$ cat src/rtl/cpu_irq_pkg.sv
// Shared types and constants for the cpu_irq_ctrl interrupt controller.
package cpu_irq_pkg;

  localparam int ID_W = 5;

  localparam logic [31:0] VEC_BASE_DEF   = 32'h0000_0100;
  localparam int          VEC_STRIDE_DEF = 4;

  typedef enum logic [1:0] {
    ST_IDLE    = 2'd0,
    ST_REQ     = 2'd1,
    ST_SERVICE = 2'd2
  } irq_state_e;

  function automatic logic [31:0] vec_addr(input logic [31:0] base, input int stride,
                                           input logic [ID_W-1:0] id);
    return base + 32'(id) * 32'(stride);
  endfunction

endpackage

$ cat src/rtl/cpu_irq_ctrl_if.sv
// Peripheral/CPU-side signal bundle of the interrupt controller.
interface cpu_irq_ctrl_if
  import cpu_irq_pkg::*;
#(
  parameter int NUM_IRQ = 8
) ();
  logic [NUM_IRQ-1:0] irq_src;
  logic               mask_we;
  logic [NUM_IRQ-1:0] mask_wdata;
  logic               interrupt_grant;
  logic               eoi;
  logic               interrupt;
  logic [ID_W-1:0]    irq_id;
  logic [31:0]        irq_vector;
  logic               in_service;
  logic [NUM_IRQ-1:0] pending;
  logic [NUM_IRQ-1:0] mask;

  modport master (
    output irq_src, mask_we, mask_wdata, interrupt_grant, eoi,
    input  interrupt, irq_id, irq_vector, in_service, pending, mask
  );
  modport slave (
    input  irq_src, mask_we, mask_wdata, interrupt_grant, eoi,
    output interrupt, irq_id, irq_vector, in_service, pending, mask
  );
endinterface

$ cat src/rtl/cpu_irq_arb.sv
// Combinational winner select; CPU_IRQ_RR_EN selects round-robin, else lowest index wins.
module cpu_irq_arb
  import cpu_irq_pkg::*;
#(
  parameter int NUM_IRQ = 8
) (
  input  logic [NUM_IRQ-1:0] elig,
  input  logic [ID_W-1:0]    ptr,
  output logic               valid,
  output logic [ID_W-1:0]    id
);
`ifdef CPU_IRQ_RR_EN
  // Rotate so bit 0 is the pointer position, then map the found offset back.
  logic [NUM_IRQ-1:0] rot;
  int                 sum;
  assign rot = NUM_IRQ'({elig, elig} >> ptr);

  always_comb begin
    valid = 1'b0;
    id    = '0;
    sum   = 0;
    for (int i = NUM_IRQ-1; i >= 0; i--) begin
      if (rot[i]) begin
        valid = 1'b1;
        sum   = int'(ptr) + i;
        if (sum >= NUM_IRQ) sum = sum - NUM_IRQ;
        id    = ID_W'(sum);
      end
    end
  end
`else
  logic unused_ptr;
  assign unused_ptr = ^ptr;

  always_comb begin
    valid = 1'b0;
    id    = '0;
    for (int i = NUM_IRQ-1; i >= 0; i--) begin
      if (elig[i]) begin
        valid = 1'b1;
        id    = ID_W'(i);
      end
    end
  end
`endif
endmodule

$ cat src/rtl/cpu_irq_ctrl.sv
// Edge-triggered, maskable interrupt controller driving cpu_pc's interrupt line.
// Arbitration is fixed priority unless CPU_IRQ_RR_EN is defined (round-robin).
module cpu_irq_ctrl
  import cpu_irq_pkg::*;
#(
  parameter int          NUM_IRQ    = 8,
  parameter logic [31:0] VEC_BASE   = VEC_BASE_DEF,
  parameter int          VEC_STRIDE = VEC_STRIDE_DEF
) (
  input logic           clk,
  input logic           reset,
  cpu_irq_ctrl_if.slave bus
);

  irq_state_e         state, state_nxt;
  logic [NUM_IRQ-1:0] src_q, pending, pending_nxt, mask, evt, elig, id_oh;
  logic [ID_W-1:0]    irq_id, irq_id_nxt, ptr, ptr_nxt, arb_id;
  logic               arb_vld, grant_take, cur_live, interrupt_r, in_service_r;

  assign evt      = bus.irq_src & ~src_q;
  assign elig     = pending & ~mask;
  assign id_oh    = NUM_IRQ'(1) << irq_id;
  assign cur_live = |(elig & id_oh);

  cpu_irq_arb #(.NUM_IRQ(NUM_IRQ)) u_arb (
    .elig  (elig),
    .ptr   (ptr),
    .valid (arb_vld),
    .id    (arb_id)
  );

  always_comb begin
    state_nxt  = state;
    irq_id_nxt = irq_id;
    ptr_nxt    = ptr;
    grant_take = 1'b0;
    case (state)
      ST_IDLE: if (arb_vld) begin
        state_nxt  = ST_REQ;
        irq_id_nxt = arb_id;
      end
      ST_REQ: begin
        // Grant beats a simultaneous mask-out of the requested source.
        if (bus.interrupt_grant) begin
          grant_take = 1'b1;
          state_nxt  = ST_SERVICE;
          ptr_nxt    = (irq_id == ID_W'(NUM_IRQ-1)) ? '0 : irq_id + 1'b1;
        end else if (!cur_live) begin
          state_nxt = ST_IDLE;
        end
      end
      ST_SERVICE: if (bus.eoi) state_nxt = ST_IDLE;
      default: state_nxt = ST_IDLE;
    endcase
    // A new edge on the granted source survives its own grant clear.
    pending_nxt = (pending & ~(grant_take ? id_oh : '0)) | evt;
  end

  always_ff @(posedge clk or posedge reset) begin
    if (reset) begin
      state        <= ST_IDLE;
      src_q        <= '0;
      pending      <= '0;
      mask         <= '1;
      irq_id       <= '0;
      ptr          <= '0;
      interrupt_r  <= 1'b0;
      in_service_r <= 1'b0;
    end else begin
      state        <= state_nxt;
      src_q        <= bus.irq_src;
      pending      <= pending_nxt;
      if (bus.mask_we) mask <= bus.mask_wdata;
      irq_id       <= irq_id_nxt;
      ptr          <= ptr_nxt;
      interrupt_r  <= (state_nxt == ST_REQ);
      in_service_r <= (state_nxt == ST_SERVICE);
    end
  end

  assign bus.interrupt  = interrupt_r;
  assign bus.in_service = in_service_r;
  assign bus.irq_id     = irq_id;
  assign bus.irq_vector = vec_addr(VEC_BASE, VEC_STRIDE, irq_id);
  assign bus.pending    = pending;
  assign bus.mask       = mask;

endmodule

$ cat src/flat_wrapper.sv
// flat-port wrapper written by rule: the top's interface ports become plain ports
module cpu_irq_ctrl_flat import cpu_irq_pkg::*;
#(
  parameter int          NUM_IRQ    = 8,
  parameter logic [31:0] VEC_BASE   = VEC_BASE_DEF,
  parameter int          VEC_STRIDE = VEC_STRIDE_DEF
)
  (clk, reset, bus_irq_src, bus_mask_we, bus_mask_wdata, bus_interrupt_grant, bus_eoi, bus_interrupt, bus_irq_id, bus_irq_vector, bus_in_service, bus_pending, bus_mask);
  cpu_irq_ctrl_if #(.NUM_IRQ(NUM_IRQ)) bus_i ();
  input logic clk;
  input logic reset;
  input wire logic [$bits(bus_i.irq_src)-1:0] bus_irq_src;
  input wire logic [$bits(bus_i.mask_we)-1:0] bus_mask_we;
  input wire logic [$bits(bus_i.mask_wdata)-1:0] bus_mask_wdata;
  input wire logic [$bits(bus_i.interrupt_grant)-1:0] bus_interrupt_grant;
  input wire logic [$bits(bus_i.eoi)-1:0] bus_eoi;
  output wire logic [$bits(bus_i.interrupt)-1:0] bus_interrupt;
  output wire logic [$bits(bus_i.irq_id)-1:0] bus_irq_id;
  output wire logic [$bits(bus_i.irq_vector)-1:0] bus_irq_vector;
  output wire logic [$bits(bus_i.in_service)-1:0] bus_in_service;
  output wire logic [$bits(bus_i.pending)-1:0] bus_pending;
  output wire logic [$bits(bus_i.mask)-1:0] bus_mask;
  assign bus_i.irq_src = bus_irq_src;
  assign bus_i.mask_we = bus_mask_we;
  assign bus_i.mask_wdata = bus_mask_wdata;
  assign bus_i.interrupt_grant = bus_interrupt_grant;
  assign bus_i.eoi = bus_eoi;
  assign bus_interrupt = bus_i.interrupt;
  assign bus_irq_id = bus_i.irq_id;
  assign bus_irq_vector = bus_i.irq_vector;
  assign bus_in_service = bus_i.in_service;
  assign bus_pending = bus_i.pending;
  assign bus_mask = bus_i.mask;
  cpu_irq_ctrl #(.NUM_IRQ(NUM_IRQ), .VEC_BASE(VEC_BASE), .VEC_STRIDE(VEC_STRIDE)) u_core (.clk(clk), .reset(reset), .bus(bus_i));
endmodule
$ cat config.mk
export PLATFORM = sky130hd
export DESIGN_NAME = cpu_irq_ctrl_flat
export DESIGN_NICKNAME = d
export VERILOG_FILES = /design/src/rtl/cpu_irq_pkg.sv /design/src/rtl/cpu_irq_ctrl_if.sv /design/src/rtl/cpu_irq_arb.sv /design/src/rtl/cpu_irq_ctrl.sv /design/src/flat_wrapper.sv
export SDC_FILE = /design/constraint.sdc
export NUM_CORES = 1
export LEC_CHECK = 0
export ABC_AREA = 1
export ABC_CLOCK_PERIOD_IN_PS = 3400
export BUFFER_PORTS_ARGS = -buffer_cell sky130_fd_sc_hd__buf_2
export CORE_ASPECT_RATIO = 1.4
export CORE_MARGIN = 1
export CORE_UTILIZATION = 49
export CTS_CLUSTER_DIAMETER = 50
export CTS_CLUSTER_SIZE = 20
export DETAILED_ROUTE_END_ITERATION = 6
export PLACE_DENSITY = 0.9
export SLEW_MARGIN = 20
export SYNTH_ARGS = -nofsm -noshare
export SYNTH_HDL_FRONTEND = slang
export SYNTH_SLANG_ARGS = --single-unit
$ cat constraint.sdc
create_clock -name clk -period 3.4 [get_ports clk]
set_input_delay 0.34 -clock clk [delete_from_list [all_inputs] [get_ports clk]]
set_output_delay 0.34 -clock clk [all_outputs]
set_load 0.1 [all_outputs]
Word level (Yosys, flattened, before mapping):

Index checks and enable logic that the tools add are counted.

* bits in registers: 33
* logic and storage cells: 48

* add/subtract/negate cells: 1
* equal/unequal tests: 4
* shifts and indexed selects: 1
* multiplexer cells: 24
* bitwise logic cells: 8
* reductions and logical operators: 3

Operators by type and width (number)
* two-way mux 5 bit: 7
* AND 8 bit: 4
* inverter 8 bit: 3
* adder 9 x 7 -> 10 bit, first input constant: 1
* two-way mux 1 bit: 10
* two-way mux 2 bit: 4
* two-way mux 8 bit: 1
* bitwise OR 8 bit: 1
* OR reduction 8 bit: 1
* << shifter 1 x 5 -> 8 bit, first input constant: 1
* one-hot mux 2 bit (3 select lines): 1
* == test 2 x 1 -> 1 bit, second input constant: 2
* == test 2 bit, second input constant: 2
* two-way mux 3 bit: 1
* logical NOT 2 bit: 1
* AND reduction 2 bit: 1

Depth between registers and ports, before layout:

Gate-level depths: netlist of the first run.

* depth in word-level cells: 13
* depth in mapped cells: 10
* gate-level depth less buffers: 10

Hierarchy:

From an unflattened synthesis of the first run, not the netlist that was laid out.

* cells, all modules: 226
* area, all modules: 1989.4 sq um

Modules (own cells, without submodules)
* cpu_irq_ctrl: instances 1, cells an instance 201, area an instance 1871.8 sq um
* cpu_irq_arb: instances 1, cells an instance 25, area an instance 117.6 sq um

Worst setup path before layout of the first run:

No wires, ideal clock.

* path type: reg-to-reg
* start point: register u_core.irq_id[1], in the netlist u_core.bus.irq_id[1]
* end point: register u_core.interrupt_r, in the netlist u_core.bus.interrupt
* data arrival time: 1703 ps
* data required time: 3334 ps
* slack: 1631 ps
* cell stages (with the launch flop): 9
* path buffers: 0
* cells stage by stage: dfrtp_1 > nand2_1 > nor2_1 > nand3_1 > nand2_1 > nor2_1 > nand2_1 > nand2_1 > nand2_1

* longest elaborated chain between the ends: 7

RTL lines
* from (decl): RTL line cpu_irq_ctrl.sv:17 `logic [ID_W-1:0] irq_id, irq_id_nxt, ptr, ptr_nxt, arb_id;`
* from (signal assigned): RTL line cpu_irq_ctrl.sv:74 `irq_id <= irq_id_nxt;`
* << shifter 1 x 5 -> 8 bit: RTL line cpu_irq_ctrl.sv:22 `assign id_oh = NUM_IRQ'(1) << irq_id;`
* AND 8 bit: RTL line cpu_irq_ctrl.sv:23 `assign cur_live = |(elig & id_oh);`
* OR reduction 8 bit: RTL line cpu_irq_ctrl.sv:23
* two-way mux 2 bit: RTL line cpu_irq_ctrl.sv:48 `end else if (!cur_live) begin`
* two-way mux 2 bit: RTL line cpu_irq_ctrl.sv:44 `if (bus.interrupt_grant) begin`
* one-hot mux 2 bit (3 select lines): RTL line cpu_irq_ctrl.sv:37 `case (state)`
* == test 2 x 1 -> 1 bit: RTL line cpu_irq_ctrl.sv:76 `interrupt_r <= (state_nxt == ST_REQ);`
* to (signal assigned): RTL line cpu_irq_ctrl.sv:76
* to (decl): RTL line cpu_irq_ctrl.sv:18 `logic arb_vld, grant_take, cur_live, interrupt_r, in_service_r;`

No other way between the ends.
A chain may end at the register's enable or synchronous reset.

Worst setup path in the final report of the first run:

* start point: register u_core.irq_id[2], in the netlist u_core.bus.irq_id[2]
* end point: output port bus_irq_vector[4]

* longest elaborated chain between the ends: 1

RTL lines
* adder 9 x 7 -> 10 bit: RTL line cpu_irq_pkg.sv:17 `return base + 32'(id) * 32'(stride);`
* to (decl): RTL line flat_wrapper.sv:19 `output wire logic [$bits(bus_i.irq_vector)-1:0] bus_irq_vector;`

No other way between the ends.

==> metrics.csv, run 1 <==
metric,value,unit
Final Max Slew Viols,0,
Sw Pwr,1.14,mW
largest net degree at the start of global routing,32,
worst min path class,in2async,
dominant cells by area after synthesis,"dfrtp_1 (36%), buf_4 (16%), dfstp_2 (13%), nand2_1 (11%), o21ai_0 (6.9%)",
Fin Clk Skew,3.35,ps
Fmax,589,MHz
vias in the first global route,1138,
fill count,295,
ANT nets after route,0,
Setup CP Type,reg2out,
r2r startpoint,u_core.bus.irq_id[0]$_DFFE_PP0P_,
CP max stage cell,dfrtp_1,
DRT iter0 DRCs,22,
result of the run,"complete, no violations",
post-synth cell types,20,
critical-path cell list,buf_2,
reg2reg setup slack,2000,ps
"Core Util, Final",57.5,%
#FFs+latches synth,31,
CTS Hold Bufs,0,
Max clock buf depth,2,
CTS root buffer,clkbuf_8,
CTS clock-pin slew for the worst setup and hold paths,60,ps
Die ar.,3510,µm²
Yosys top cell by area,dfrtp_1,
die span in x,50.4,µm
WL per Instance,10.9,µm
Worst EP required,3060,ps
P_leak,0.975,nW
Crit path max-delay family,flip-flops,
DR vias,1256,
Worst Path Arrival,1360,ps
clock sink count,31,
CTS tree,yes,
Remaining DRCs,0,
CTS resizes,0,
drt total wl,3010,µm
actual slew at the worst max-slew pin,620,ps
startpoint type of the worst setup path,flip-flop,
first-pass GRT wire length,5020,µm
area occupied by registers,786,µm²
final worst path period share,50.0,%
cell-internal power,0.741,mW
Seq pwr share,28.4,%
Metal-1 WL,1180,µm
CTS HTree Levels,2,
max-capacitance violation count,0,
clock share of power,14.3,%
crit path max fanout,11,
TNS Setup,0,ps
Core Region,3120,µm²
CP Buf/Inv Count,1,
met3 WL,219,µm
n_diodes,0,
Critical Path End Type,output port,
DR pass1 iterations,4,
Die Y,69.7,µm
RSZ-0062 raised after global routing,no,
Max Used Layer,met4,
synth-to-layout area growth,11.8,%
layout cell share with drive strength beyond 1,26.9,%
multi-input logic area,568,µm²
FP Rows,24,
Worst R2R Path Depth,4,
sw frac,60.6,%
Crit. path cell count,1,
fin crit period,1700,ps
hpwl dp,2260,µm
GP Congestion,0.937,
Critical Path Start,u_core.bus.irq_id[2]$_DFFE_PP0P_,
number of I/O pins,76,
Mapped Area,1610,µm²
Ys Warns,0,
final net count,258,
Worst R2R End,u_core.bus.pending[0]$_DFF_PP0_,
GRT overflow,0,
"Seq/Total Area, Yosys",48.9,%
Synth top area share,35.9,%
setup violators final,0,
post-synthesis instance total,193,
metal2 WL,1500,µm
Worst slew margin,58.6,%
syn avg cell area,8.32,µm²
I/O Buffers,44,
initial antenna violation count,0,
cts bufs inserted,5,
Clock Latency Late Sink,280,ps
power per cell area,1050,nW/µm²
Max VDD drop,0.540,mV
CP max stage delay,570,ps
# Post-CTS Setup Buffers,0,
final number of hold-violating endpoints,0,
DR vias/cell,4.53,
Logic pwr share,57.3,%
GR Util All Layers,19.6,%
Initial Utilization,51.4,%
## cells by family (layout without fill, tap and decap cells)
group | after synthesis | after routing | synth area share [%]
flops | 31 | 31 | 48.9
buf+inv | 60 | 76 | 22.4
simple gates | 71 | 71 | 18.4
compound gates | 29 | 29 | 9.74
other cells | 2 | 31 | 0.468
## Yosys cell counts
| cell type | instances |
|---|---|
| nand2_1 | 46 |
| buf_4 | 34 |
| dfrtp_1 | 23 |
| inv_1 | 23 |
| o21ai_0 | 22 |
| nor2_1 | 11 |
| dfstp_2 | 8 |
| nand4_1 | 5 |
| nor3_1 | 3 |
| o31ai_1 | 3 |
| a21oi_1 | 2 |
| conb_1 | 2 |
| nand2_2 | 2 |
| nand3_1 | 2 |
| nor2_2 | 2 |
| buf_6 | 1 |
| clkbuf_1 | 1 |
| inv_2 | 1 |
| o21bai_1 | 1 |
| o22ai_1 | 1 |
## power by group through the flow
stage               logic (mW)  clock network (mW)  registers, mW
global placement          1.06                   0          0.533
CTS                       1.08               0.277          0.533
finish                    1.08               0.269          0.535
global route              1.14               0.299          0.544
detailed placement        1.08                   0          0.538
floorplan                0.565                   0          0.947
## flip-flops by register name, summed over array words and instances, names as in the netlist
signal and flops:
u_core.bus.mask 8, u_core.bus.pending 8, u_core.src_q 8, u_core.bus.irq_id 3, u_core.state 2, u_core.bus.in_service 1
u_core.bus.interrupt 1
## metal layers
metal | global-route usage [%] | up-vias
met5 | 0 | -
met4 | 13.3 | 0
met3 | 6.80 | 13
met2 | 30.5 | 62
met1 | 22.1 | 555
li1 | - | 626
## cell usage in the layout, fill, tap and decap left out, types with 5 or more instances in the layout
cell      count
o21ai_0      22
nand4_1       5
nor2_1       11
dfstp_2       8
buf_2        44
nand2_1      46
conb_1       31
clkbuf_8      5
inv_1        22
dfrtp_1      23
## area by class of cell
cell class | instances | area share, %
repair buffers | 44 | 12.3
inverters | 24 | 5.02
clock buffers | 7 | 4.25
well taps | 39 | 2.72
clock inverters | 1 | 0.279
multi-input cells | 131 | 31.7
flip-flops and latches | 31 | 43.8
## worst max-delay path by stage
stage,to
after floorplan,u_core.bus.interrupt$_DFF_PP0_
after global placement,bus_irq_vector[4]
after detailed placement,u_core.src_q[7]$_DFF_PP0_
after CTS,bus_irq_vector[4]
after global routing,bus_irq_vector[4]
final,bus_irq_vector[4]
## stage by stage
step	instances	hold slack [ps]	worst slack, ps	power, mW	instance area [µm²]
after CTS	277	169	1710	1.89	1790
after global placement	269	402	2030	1.59	1710
final	277	131	1700	1.88	1790
after global routing	277	163	1650	1.98	1790
after floorplan	222	371	1630	1.51	1710
after detailed placement	269	410	2000	1.61	1710
Power figures use the tool's default switching activity.
==> inputs of run 2 (changes only) <==
ABC_AREA = 0   (was 1)
ABC_CLOCK_PERIOD_IN_PS = 1800   (was 3400)
CORE_UTILIZATION = 46   (was 49)
PLACE_DENSITY = 0.85   (was 0.9)
clock period = 1.8 ns   (was 3.4 ns; I/O delays follow)
==> metrics.csv, run 2 <==
metric,value,unit,change
GR Util All Layers,17.5,%,-2.1 points
Core Region,3350,µm²,+7.2%
Max Used Layer,met4,,
Clock Latency Late Sink,280,ps,about the same
Setup CP Type,reg2reg,,
Die Y,72.0,µm,+3.2%
Yosys top cell by area,dfrtp_1,,
"Seq/Total Area, Yosys",48.9,%,-0.076 points
post-synthesis instance total,157,,-19%
Worst Path Arrival,1830,ps,+470 ps
CTS resizes,0,,unchanged
"commonest cells after routing, fill and taps aside","buf_2 (44), conb_1 (31), o21ai_0 (20)",,
Final Max Slew Viols,0,,unchanged
drt total wl,2940,µm,-2.4%
final number of hold-violating endpoints,0,,unchanged
vias in the first global route,1078,,-5.3%
Remaining DRCs,0,,unchanged
Metal-1 WL,1090,µm,-7.2%
cts bufs inserted,5,,unchanged
CTS root buffer,clkbuf_8,,
CTS tree,yes,,
startpoint type of the worst setup path,flip-flop,,
post-synth cell types,32,,+60%
Synth top area share,35.8,%,-0.056 points
first-pass GRT wire length,4630,µm,-7.7%
CTS HTree Levels,2,,unchanged
hpwl dp,2280,µm,+0.70%
largest registers,"u_core.bus.mask: 8 flops, u_core.bus.pending: 8 flops, u_core.src_q: 8 flops",,
setup violators final,0,,unchanged
clock sink count,31,,unchanged
largest net degree at the start of global routing,32,,unchanged
TNS Setup,0,ps,unchanged
I/O Buffers,44,,unchanged
result of the run,"complete, no violations",,
Initial Utilization,48.0,%,-3.4 points
synth-to-layout area growth,17.4,%,
fin crit period,1620,ps,
ANT nets after route,0,,unchanged
CTS clock-pin slew for the worst setup and hold paths,70,ps,about the same
RSZ-0062 raised after global routing,no,,
# Post-CTS Setup Buffers,0,,unchanged
top-count cell post-synth,buf_4,,
final net count,225,,-13%
"most common cell after layout, fill and taps aside",buf_2,,
GRT overflow,0,,unchanged
Fin Clk Skew,5.85,ps,+2.50 ps
n_diodes,0,,unchanged
most frequent cells after synthesis,"buf_4 (34), dfrtp_1 (23), o21ai_0 (20), inv_1 (15), dfstp_2 (8)",,
Die ar.,3740,µm²,+6.4%
#FFs+latches synth,31,,unchanged
Fmax,616,MHz,
fill count,307,,+4.1%
layout cell share with drive strength beyond 1,39.5,%,+13 points
Mapped Area,1610,µm²,+0.16%
worst min path class,in2reg,,
DRT iter0 DRCs,14,,-36%
DR vias/cell,4.73,,+4.3%
GP Congestion,0.870,,-7.1%
number of I/O pins,76,,unchanged
crit path max fanout,4,,-7
met3 WL,225,µm,+2.7%
"Top FF cell, synth",dfrtp_1,,
DR pass1 iterations,4,,unchanged
dominant cells by area after synthesis,"dfrtp_1 (36%), buf_4 (16%), dfstp_2 (13%), o21ai_0 (6.2%), inv_1 (3.5%)",,
die span in x,52.0,µm,+3.2%
CP max stage delay,610,ps,+40 ps
critical-path cell list,"and2b_1, o41ai_4, mux2i_1",,
Ys Warns,0,,unchanged
number of flops mapped to enable cells by yosys,0,,unchanged
Critical Path End Type,flip-flop,,
Max clock buf depth,2,,unchanged
syn avg cell area,10.2,µm²,+23%
CP max stage cell,dfstp_4,,
final worst path period share,90.2,%,
Worst EP required,2000,ps,-1060 ps
initial antenna violation count,0,,unchanged
max-capacitance violation count,0,,unchanged
DR vias,1159,,-7.7%
CTS Hold Bufs,1,,+1
WL per Instance,12.0,µm,+10%
ys async rst share,100,%,unchanged
metal2 WL,1530,µm,+2.0%
FP Rows,25,,+4.2%
run 2: cell count changes in the layout (fill, tap and decap cells not counted), sizes merged, moves of 5 or more:
| cell | previous run | this run |
|---|---|---|
| nand2 | 48 | 7 |
| nor2 | 13 | 3 |
| inv | 24 | 15 |
| nand2b | 0 | 9 |
| mux2 | 0 | 5 |
run 2: path summary, 6_finish.rpt:
kind                                                start                          endpoint  slack [ps]  depth (start not counted)
hold reg to reg                 u_core.src_q[1]$_DFF_PP0_   u_core.bus.pending[1]$_DFF_PP0_         410                          1
setup / recovery           u_core.bus.mask[5]$_DFFE_PP1P_  u_core.bus.irq_id[0]$_DFFE_PP0P_         180                          3
min in group asynchronous                           reset         u_core.src_q[1]$_DFF_PP0_         500                          4
setup reg to reg           u_core.bus.mask[5]$_DFFE_PP1P_  u_core.bus.irq_id[0]$_DFFE_PP0P_         180                          3
hold / removal                             bus_irq_src[2]         u_core.src_q[2]$_DFF_PP0_          10                          1
max in group asynchronous                           reset    u_core.bus.mask[5]$_DFFE_PP1P_         970                          4
run 2: through the flow:
| stage | cell area, µm² | instances | setup WS, ps | util (%) | hold WS (ps) |
|---|---|---|---|---|---|
| after global routing | 1890 | 245 | 116 | 56.4 | 4.29 |
| after floorplan | 1770 | 186 | 48.5 | - | 211 |
| final | 1890 | 245 | 176 | 56.4 | 11.0 |
| after CTS | 1890 | 245 | 178 | 56.4 | 7.78 |
| after detailed placement | 1790 | 236 | 183 | 53.4 | 273 |
| after global placement | 1790 | 236 | 233 | 53.4 | 266 |
run 2: logic make-up after synthesis:
kind of cell | Yosys count | share of synthesized area (%)
other | 2 | 0.467
AO/OA/AOI/OAI | 38 | 15.1
buffers and inverters | 50 | 19.6
multiplexers | 6 | 4.12
AND/OR/NAND/NOR | 30 | 11.8
flip-flops | 31 | 48.9
run 2: area by class of cell:
| type | instances | area [µm²] | share of cell area (%) |
|---|---|---|---|
| Clock inverter | 1 | 5.00 | 0.265 |
| Tap cell | 40 | 50.0 | 2.65 |
| Multi-Input combinational cell | 105 | 631 | 33.4 |
| Inverter | 15 | 56.3 | 2.98 |
| Sequential cell | 31 | 822 | 43.5 |
| Timing Repair Buffer | 46 | 238 | 12.6 |
| Clock buffer | 7 | 86.3 | 4.57 |
run 2: metal layers:
layer | up-vias | global-route usage, %
met5 | - | 0
met4 | 0 | 11.4
met3 | 8 | 5.24
met2 | 59 | 29.8
met1 | 536 | 18.1
li1 | 556 | -
run 2: worst max-delay path: cells and delay by family (launching register included):
family / cells / cell delay (ps)
compound gates: 1 / 470
simple gates: 1 / 250
mux: 1 / 220
flops: 1 / 610
Power of run 2 is left out: the tool's default activity adds up to more than one toggle a clock period on the data nets, which glitch-free logic cannot reach.
==> inputs of run 3 (changes only) <==
ABC_CLOCK_PERIOD_IN_PS = 1600   (was 1800)
clock period = 1.6 ns   (was 1.8 ns; I/O delays follow)
==> metrics.csv, run 3 (synthesis gave the netlist of run 2 again) <==
metric,value,unit,change
sw frac,56.6,%,
Fin Clk Skew,6.66,ps,+0.817 ps
Max clock buf depth,2,,unchanged
CTS root buffer,clkbuf_8,,
Worst R2R Path Depth,3,,unchanged
power per cell area,2240,nW/µm²,
Critical Path End Type,flip-flop,,
r2r startpoint,u_core.bus.mask[5]$_DFFE_PP1P_,,
drt total wl,3090,µm,+5.4%
synth-to-layout area growth,24.2,%,
Logic pwr share,55.9,%,
Final Max Slew Viols,0,,unchanged
Layout Cells excl Fill,253,,+3.3%
Worst Setup EP,u_core.bus.irq_id[0]$_DFFE_PP0P_,,
RSZ-0062 raised after global routing,yes,,
final number of hold-violating endpoints,0,,unchanged
post-route setup slack,-2.73,ps,-179 ps
DR vias/cell,4.78,,+1.0%
clock sink count,31,,unchanged
fin crit period,1600,ps,-21.3 ps
final worst path period share,100,%,+9.9 points
DR vias,1209,,+4.3%
Die ar.,3740,µm²,unchanged
hold_sp,bus_irq_src[7],,
clock share of power,17.5,%,
worst min path class,in2reg,,
CTS HTree Levels,2,,unchanged
result of the run,"complete, but fails checks",,
first-pass GRT wire length,5040,µm,+8.8%
startpoint type of the worst setup path,flip-flop,,
P_leak,0.957,nW,
vias in the first global route,1140,,+5.8%
DRT iter0 DRCs,22,,+8
hpwl dp,2330,µm,+2.2%
cell-internal power,1.94,mW,
Worst Path Arrival,1820,ps,about the same
initial antenna violation count,0,,unchanged
Max VDD drop,1.41,mV,
Sw Pwr,2.53,mW,
max-capacitance violation count,0,,unchanged
failing checks,negative setup slack,,
Core Region,3350,µm²,unchanged
largest registers,"u_core.bus.mask: 8 flops, u_core.bus.pending: 8 flops, u_core.src_q: 8 flops",,
Hold Path Depth,1,,unchanged
fill count,307,,unchanged
multi-input logic area,634,µm²,+0.60%
layout cell share with drive strength beyond 1,40.8,%,+1.3 points
WL per Instance,12.2,µm,+2.0%
final design area excluding fillers,2000,µm²,+5.8%
setup violators final,1,,+1
CTS clock-pin slew for the worst setup and hold paths,60,ps,about the same
final net count,233,,+3.6%
Worst EP required,1810,ps,-190 ps
ANT nets after route,0,,unchanged
Die Y,72.0,µm,unchanged
FP Rows,25,,unchanged
reg2reg setup slack,-3,ps,-180 ps
Worst R2R End,u_core.bus.irq_id[0]$_DFFE_PP0P_,,
cts bufs inserted,5,,unchanged
largest net degree at the start of global routing,32,,unchanged
GRT overflow,0,,unchanged
I/O Buffers,44,,unchanged
crit path max fanout,4,,unchanged
die span in x,52.0,µm,unchanged
Remaining DRCs,0,,unchanged
Critical Path Start,u_core.bus.mask[5]$_DFFE_PP1P_,,
Tot Pwr,4.47,mW,
DP Area,1790,µm²,+0.21%
area occupied by registers,823,µm²,+0.15%
"commonest cells after routing, fill and taps aside","buf_2 (44), conb_1 (31), o21ai_0 (20)",,
Clock Latency Late Sink,290,ps,about the same
GP Congestion,0.869,,-0.16%
n_diodes,0,,unchanged
DP Cell Count,236,,unchanged
GR Util All Layers,19.1,%,+1.6 points
Fmax,624,MHz,+1.3%
Setup CP Type,reg2reg,,
CTS tree,yes,,
Initial Utilization,48.0,%,unchanged
Seq pwr share,26.6,%,
number of I/O pins,76,,unchanged
"most common cell after layout, fill and taps aside",buf_2,,
DR pass1 iterations,4,,unchanged
==> run 3: cell types whose count changed in the layout (fill, tap and decap cells not counted), sizes merged <==
cell         before  now
dlygate4sd3       1    8
clkbuf            7    6
buf              45   46
bufinv            0    1
==> run 3: repair_timing <==
item / in CTS / in global routing
pin swaps: 1 / 2
endpoints found under the hold margin: 29 / 1
hold buffers: 7 / 1
resized for setup: 1 / 0
setup endpoints to repair: 3 / 4
buffers inserted: 1 / 0
==> run 3: worst min path at each step <==
stage	end	slack, ps
finish	u_core.src_q[7]$_DFF_PP0_	5
global route	u_core.src_q[7]$_DFF_PP0_	3
CTS	u_core.src_q[4]$_DFF_PP0_	0.3
detailed placement	u_core.src_q[1]$_DFF_PP0_	250
global placement	u_core.src_q[1]$_DFF_PP0_	250
floorplan	u_core.src_q[0]$_DFF_PP0_	190
==> run 3: final cells by class <==
class / instances / share of cell area [%]
clock inverters: 2 / 1.75
repair buffers: 54 / 15.8
well taps: 40 / 2.51
flip-flops and latches: 31 / 41.2
inverters: 15 / 2.82
multi-input cells: 105 / 31.8
clock buffers: 6 / 4.14
==> run 3: per-stage QoR <==
step	hold slack, ps	setup TNS (ps)	worst slack (ps)	util [%]
after floorplan	191	-1050	-144	-
after global placement	247	0	23.0	53.5
after detailed placement	247	-18.9	-11.2	53.5
after CTS	0.302	-8.09	-8.09	59.4
after global routing	2.69	-118	-46.1	59.7
final	5.07	-2.73	-2.73	59.7
==> run 3: power by group through the flow <==
stage / Combinational [mW] / Sequential, mW / Clock (mW)
finish: 2.50 / 1.19 / 0.781
global route: 2.61 / 1.23 / 0.834
CTS: 2.50 / 1.19 / 0.796
detailed placement: 2.48 / 1.21 / 0
global placement: 2.45 / 1.20 / 0
floorplan: 1.24 / 2.18 / 0
==> run 3: worst max-delay path, stage by stage, from the launching register on <==
cell and delay, ps:
dfstp_4 610, and2b_2 250, o41ai_4 450, mux2i_1 220
==> run 3: metal layers <==
| layer | routed length [µm] | up-vias | part of all wire, % | GRT usage, % |
|---|---|---|---|---|
| met2 | 1670 | 56 | 54 | 31.9 |
| li1 | - | 570 | - | - |
| met3 | 205 | 9 | 6.6 | 5.66 |
| met5 | 0 | - | 0 | 0 |
| met1 | 1140 | 574 | 37 | 21.3 |
| met4 | 80 | 0 | 2.6 | 10.5 |
